===== config.mk =====
export PLATFORM = sky130hd
export DESIGN_NAME = vga_display_arbiter
export DESIGN_NICKNAME = d
export VERILOG_FILES = /design/src/rtl/vga_display_arbiter.sv
export SDC_FILE = /design/constraint.sdc
export NUM_CORES = 1
export LEC_CHECK = 0
export CAP_MARGIN = 0
export CORE_AREA = 2 2 67 133
export DETAILED_ROUTE_END_ITERATION = 6
export DIE_AREA = 0 0 69 135
export DONT_BUFFER_PORTS = 1
export MAX_ROUTING_LAYER = met4
export PLACE_DENSITY_LB_ADDON = 0.15
export SLEW_MARGIN = 20
export SYNTH_ARGS = -nofsm -noshare
export SYNTH_HDL_FRONTEND = slang
export SYNTH_SLANG_ARGS = --single-unit

===== constraint.sdc =====
create_clock -name clk -period 4 [get_ports clk]
set_input_delay 1 -clock clk [delete_from_list [all_inputs] [get_ports clk]]
set_output_delay 1 -clock clk [all_outputs]
set_load 0.05 [all_outputs]

===== src/rtl/vga_display_arbiter.sv =====
// Write-port arbiter for the VGA character RAM: round-robin between two requesters plus a
// full-buffer clear sequencer. Define VGA_ARB_STATS_EN to add per-requester grant counters.
module vga_display_arbiter #(
  parameter int DEPTH = 2400,
  parameter int AW    = 12,
  parameter int DW    = 8
) (
  input  logic          clk,
  input  logic          rst,
  input  logic          req0_valid,
  input  logic [AW-1:0] req0_addr,
  input  logic [DW-1:0] req0_data,
  output logic          req0_ready,
  input  logic          req1_valid,
  input  logic [AW-1:0] req1_addr,
  input  logic [DW-1:0] req1_data,
  output logic          req1_ready,
  input  logic          clear_start,
  input  logic [DW-1:0] clear_char,
  output logic          clear_busy,
  output logic          clear_done,
  output logic          oob_err,
`ifdef VGA_ARB_STATS_EN
  output logic [31:0]   grant0_cnt,
  output logic [31:0]   grant1_cnt,
`endif
  output logic          display_wen,
  output logic [AW-1:0] display_w_addr,
  output logic [DW-1:0] display_w_data
);

  localparam logic [AW:0]   DEPTH_W = (AW+1)'(DEPTH);
  localparam logic [AW-1:0] LAST    = AW'(DEPTH - 1);

  typedef enum logic {ARB, CLEAR} state_t;

  state_t        state, state_nxt;
  logic          last_grant;   // 1: requester 1 was granted last, so requester 0 wins a tie
  logic [AW-1:0] cnt;
  logic [DW-1:0] fill;
  logic          grant0, grant1, start_clr;
  logic [AW-1:0] sel_addr;
  logic [DW-1:0] sel_data;
  logic          in_range;

  always_comb begin
    state_nxt = state;
    grant0    = 1'b0;
    grant1    = 1'b0;
    start_clr = 1'b0;
    if (state == CLEAR) begin
      if (cnt == LAST) state_nxt = ARB;
    end else if (clear_start) begin
      start_clr = 1'b1;
      state_nxt = CLEAR;
    end else if (req0_valid && req1_valid) begin
      grant0 = last_grant;
      grant1 = !last_grant;
    end else begin
      grant0 = req0_valid;
      grant1 = req1_valid;
    end
  end

  // Ready is combinational, so gate it to keep every output low while reset is held.
  assign req0_ready = grant0 & ~rst;
  assign req1_ready = grant1 & ~rst;

  assign sel_addr = grant0 ? req0_addr : req1_addr;
  assign sel_data = grant0 ? req0_data : req1_data;
  assign in_range = {1'b0, sel_addr} < DEPTH_W;

  always_ff @(posedge clk or posedge rst) begin
    if (rst) begin
      state          <= ARB;
      last_grant     <= 1'b1;
      cnt            <= '0;
      fill           <= '0;
      display_wen    <= 1'b0;
      display_w_addr <= '0;
      display_w_data <= '0;
      clear_busy     <= 1'b0;
      clear_done     <= 1'b0;
      oob_err        <= 1'b0;
    end else begin
      state       <= state_nxt;
      display_wen <= 1'b0;
      clear_done  <= 1'b0;
      clear_busy  <= (state == CLEAR) | start_clr;
      if (state == CLEAR) begin
        display_wen    <= 1'b1;
        display_w_addr <= cnt;
        display_w_data <= fill;
        if (cnt == LAST) clear_done <= 1'b1;
        else             cnt        <= cnt + AW'(1);
      end else if (start_clr) begin
        fill <= clear_char;
        cnt  <= '0;
      end else if (grant0 || grant1) begin
        last_grant <= grant1;
        // Out-of-range writes are acked to keep the requester moving but never reach the RAM.
        if (in_range) begin
          display_wen    <= 1'b1;
          display_w_addr <= sel_addr;
          display_w_data <= sel_data;
        end else begin
          oob_err <= 1'b1;
        end
      end
    end
  end

`ifdef VGA_ARB_STATS_EN
  always_ff @(posedge clk or posedge rst) begin
    if (rst) begin
      grant0_cnt <= '0;
      grant1_cnt <= '0;
    end else begin
      if (grant0) grant0_cnt <= grant0_cnt + 32'd1;
      if (grant1) grant1_cnt <= grant1_cnt + 32'd1;
    end
  end
`endif

endmodule


Yosys cells after proc, flatten, opt, wreduce, memory -nomap -nowiden:

Index checks and enable logic that the tools add are counted.

* register bits after elaboration: 46
* latch bits: 0
* memory bits (writable): 0
* memory bits (read-only): 0
* input port bits: 53
* output and inout port bits: 26
* word-level logic and storage cells: 62
* memories: 0

* add/sub/neg operators: 1
* $mul: 0
* div/mod/pow operators: 0
* magnitude comparators: 1
* eq/ne operators: 3
* shift operators: 0
* mux-type cells: 29
* bitwise gates (word level): 7
* reduce and logical (&&, ||, !) cells: 11

Operator list (count)
* $mux 12: 8
* $mux 8: 5
* $mux 1: 16
* $add 12x1->12 const B: 1
* $eq 12x12->1 const B: 1
* $lt 12x12->1 const B: 1
* $reduce_and 3->1: 2
* $reduce_bool 2->1: 3
* $ne 2x2->1 const B: 2
* $not 1->1: 4
* $reduce_and 2->1: 2
* $reduce_and 4->1: 1
* $and 1x1->1: 2
* $logic_and 1x1->1: 1
* $logic_not 1->1: 1
* $logic_or 1x1->1: 1
* $or 1x1->1: 1

Logic depth before layout (Yosys ltp):

* depth in word-level cells: 10
* depth in mapped cells: 7
* depth with buffers taken out: 6

Least setup slack after synthesis:

No wires, ideal clock.

* kind: input to output
* start: in clear_start
* end: out req1_ready
* data arrival time: 2701 ps
* required time: 3000 ps
* setup slack: 299 ps
* cell stages on the path: 4
* path buffers: 1
* cell sequence: nor2_2 -> clkbuf_1 -> nand2_1 -> a211oi_1

* longest elaborated chain between the ends: 3

RTL lines
* start: declaration: line 18 `input logic clear_start,`
* $mux 1: line 53 `end else if (clear_start) begin`
* $mux 1: line 51 `if (state == CLEAR) begin`
* $and 1x1->1: line 67 `assign req1_ready = grant1 & ~rst;`
* end: declaration: line 17 `output logic req1_ready,`

No other way between the ends.

Worst setup path in the final report:

Ends and elaborated chain as after synthesis.

==> qor.txt <==
run status -> complete, no violations
global-route wire length before repair -> 9887 um
CTS sink count -> 46
worst vdd ir -> 0.2083 mV
Power per Cell Area -> 548.5 mW/mm2
r2r worst-path depth -> 6
HPWL Detailed -> 4645 um
ANT cells -> 0
Reg2Reg Launch Point -> state$_DFF_PP0_
final setup violation count -> 0
area occupied by multi-input gates -> 0.001169 mm2
core area -> 0.008233 mm2
final WL -> 6140 um
crit path launch -> clear_start
post-layout min period -> 2.965 ns
maxcap violations -> 0
r2r setup slk -> 1.40 ns
fillers -> 873
vias -> 1732
HP Class -> register to register
largest net degree at the start of global routing -> 47
endpoint type of the worst setup path -> output port
Root Buffer -> clkbuf_16
Cell Area, Synth -> 0.002421 mm2
clock insertion delay at the later pin of the skew report -> 0.28 ns
total track usage -> 0.1403
Initial Util -> 0.2941
Critical Path Slowest Stage Cell -> nor2_2
Cells after Synth -> 232
Worst EP arrival -> 1.97 ns
clk_skew -> 0.007252 ns
Yosys reg bits -> 46
Reg-to-Reg End -> cnt[2]$_DFFE_PP0P_
vias in the first global route -> 1837
Worst EP required -> 3.00 ns
Worst setup SP type -> input pin
H-Tree Depth -> 2
Final Cycle Share -> 0.7413
critical path type -> input pin to output port
register area -> 0.001152 mm2
clock buffer depth -> 2
die height -> 135 um
Detailed Route Iter0 Violations -> 110
CTS Hold Buffers Added -> 0
post_cts resized -> 0
die width -> 69 um
crit-path cells -> nor2_2 -> nand2_1 -> a211oi_2 -> buf_4
Worst slew margin -> 0.3038
total CTS buffers -> 5
YS warnings -> 0
wire per inst -> 18.66 um
Max FO, Critical Path -> 14
Overflow after GRT -> 0
final slew viol count -> 0
Util after Layout -> 0.3245
EDFF count, synth -> 0
Least-Margin Pin Slew -> 1.036 ns
initial antenna violation count -> 0
RePlAce Congestion -> 0.8530
IO Count -> 79
Final Hold Fails -> 0
P&R area growth vs syn -> 10.34%
most common cell after layout, fill and taps aside -> dfrtp_1
critical path's largest stage delay -> 0.42 ns
Routed Antenna Nets -> 0
PortBufs -> 0
die area -> 0.009315 mm2
Post-route DRC -> 0
setup tns final -> 0 ns
fmax -> 337.2 MHz
Pleak -> 1.202 nW
DR pass1 iterations -> 4
Post-CTS Setup Inserts -> 0
clock slew at reported path FFs -> 0.06 ns
commonest cells after routing, fill and taps aside -> dfrtp_1 (45), nand3_1 (19), nand2b_1 (18), mux2i_1 (18)
post-synth net total -> 286
DR vias/cell -> 5.264
register area share after synthesis -> 0.4760
syn_area_per_cell -> 10.44 um2
Core Rows -> 47
CTS tree -> done
synth unique cells -> 41
Top FF cell, synth -> dfrtp_1
share of cells above drive strength 1 -> 0.1385
RSZ-0062 raised after global routing -> no
Async S/R FF share, synth -> 1.000
# nets final -> 284
Critical Path End -> req1_ready
-- registers in the layout (all words and copies together), names as in the netlist --
name / count
display_w_data: 8
cnt: 12
state: 1
clear_busy: 1
fill: 8
last_grant: 1
clear_done: 1
display_wen: 1
oob_err: 1
display_w_addr: 12
-- layout make-up --
type                            count  share of cell area
Clock buffer                        7             0.04965
Sequential cell                    46              0.4314
Tap cell                           98             0.04590
Timing Repair Buffer                7             0.01967
Inverter                            9             0.01311
Multi-Input combinational cell    161              0.4375
Clock inverter                      1            0.002810
-- through the flow --
| stage | instance area (um2) | setup WS (ns) | std cells | hold slack (ns) | total power, W |
|---|---|---|---|---|---|
| after global routing | 2671 | 0.9142 | 329 | 0.5396 | 0.001555 |
| after floorplan | 2421 | 0.2993 | 232 | 0.4675 | 0.001011 |
| after CTS | 2670 | 1.014 | 329 | 0.5113 | 0.001493 |
| final | 2671 | 1.035 | 329 | 0.5035 | 0.001465 |
| after detailed placement | 2530 | 0.9481 | 321 | 0.4964 | 0.001082 |
| after global placement | 2530 | 0.9805 | 321 | 0.4842 | 0.001080 |
-- routing by layer --
metal,wire [um],global-route usage
met1,2305,0.1472
met2,3467,0.2521
met3,214,0.02761
met4,152,0.06100
met5,0,-
-- cell families (layout without fill, tap and decap cells) --
logic type	Yosys count	count (layout)	share of synthesized area
simple gates	87	87	0.1959
flops	46	46	0.4760
compound gates	35	35	0.1204
mux	29	29	0.1251
buf+inv	25	24	0.04496
xor+xnor	9	9	0.03256
fa+ha+maj	1	1	0.005167
-- synth_stat cells, types with 3 or more instances --
library cell	instances	area (um2)
o311a_1	14	140.1
mux2_2	10	112.6
a211oi_1	3	22.52
buf_2	6	30.03
dfrtp_1	45	1126
nand2b_1	18	112.6
nor3_1	3	15.01
nor2_1	14	52.55
inv_1	9	33.78
nand3_1	19	95.09
and3_1	4	25.02
xnor2_1	9	78.83
nor2b_1	3	18.77
mux2i_1	19	190.2
a21oi_1	3	15.01
nand2_1	11	41.29
o21ai_0	4	20.02
nor4_1	5	31.28
clkbuf_1	7	26.28
-- worst min path at each step --
stage | from | endpoint | slack, ns | depth (start not counted)
after CTS | fill[4]$_DFFE_PP0P_ | fill[4]$_DFFE_PP0P_ | 0.51 | 1
final | fill[3]$_DFFE_PP0P_ | fill[3]$_DFFE_PP0P_ | 0.50 | 1
after global routing | fill[4]$_DFFE_PP0P_ | fill[4]$_DFFE_PP0P_ | 0.54 | 1
after detailed placement | fill[4]$_DFFE_PP0P_ | fill[4]$_DFFE_PP0P_ | 0.50 | 1
after global placement | fill[0]$_DFFE_PP0P_ | fill[0]$_DFFE_PP0P_ | 0.48 | 1
after floorplan | last_grant$_DFFE_PP1P_ | last_grant$_DFFE_PP1P_ | 0.47 | 2
-- where the power goes --
part	switching [W]	total, W	internal (W)
Sequential	0.000286	0.000851	0.000564
Clock	0.000168	0.000401	0.000232
Combinational	0.0000928	0.000214	0.000121
-- worst max-delay path, delay by kind of cell --
family          cells  cell delay (ns)
compound gates      1             0.16
simple gates        2             0.58
buf+inv             1             0.22
Note: power is estimated with default switching activity, not from simulation.
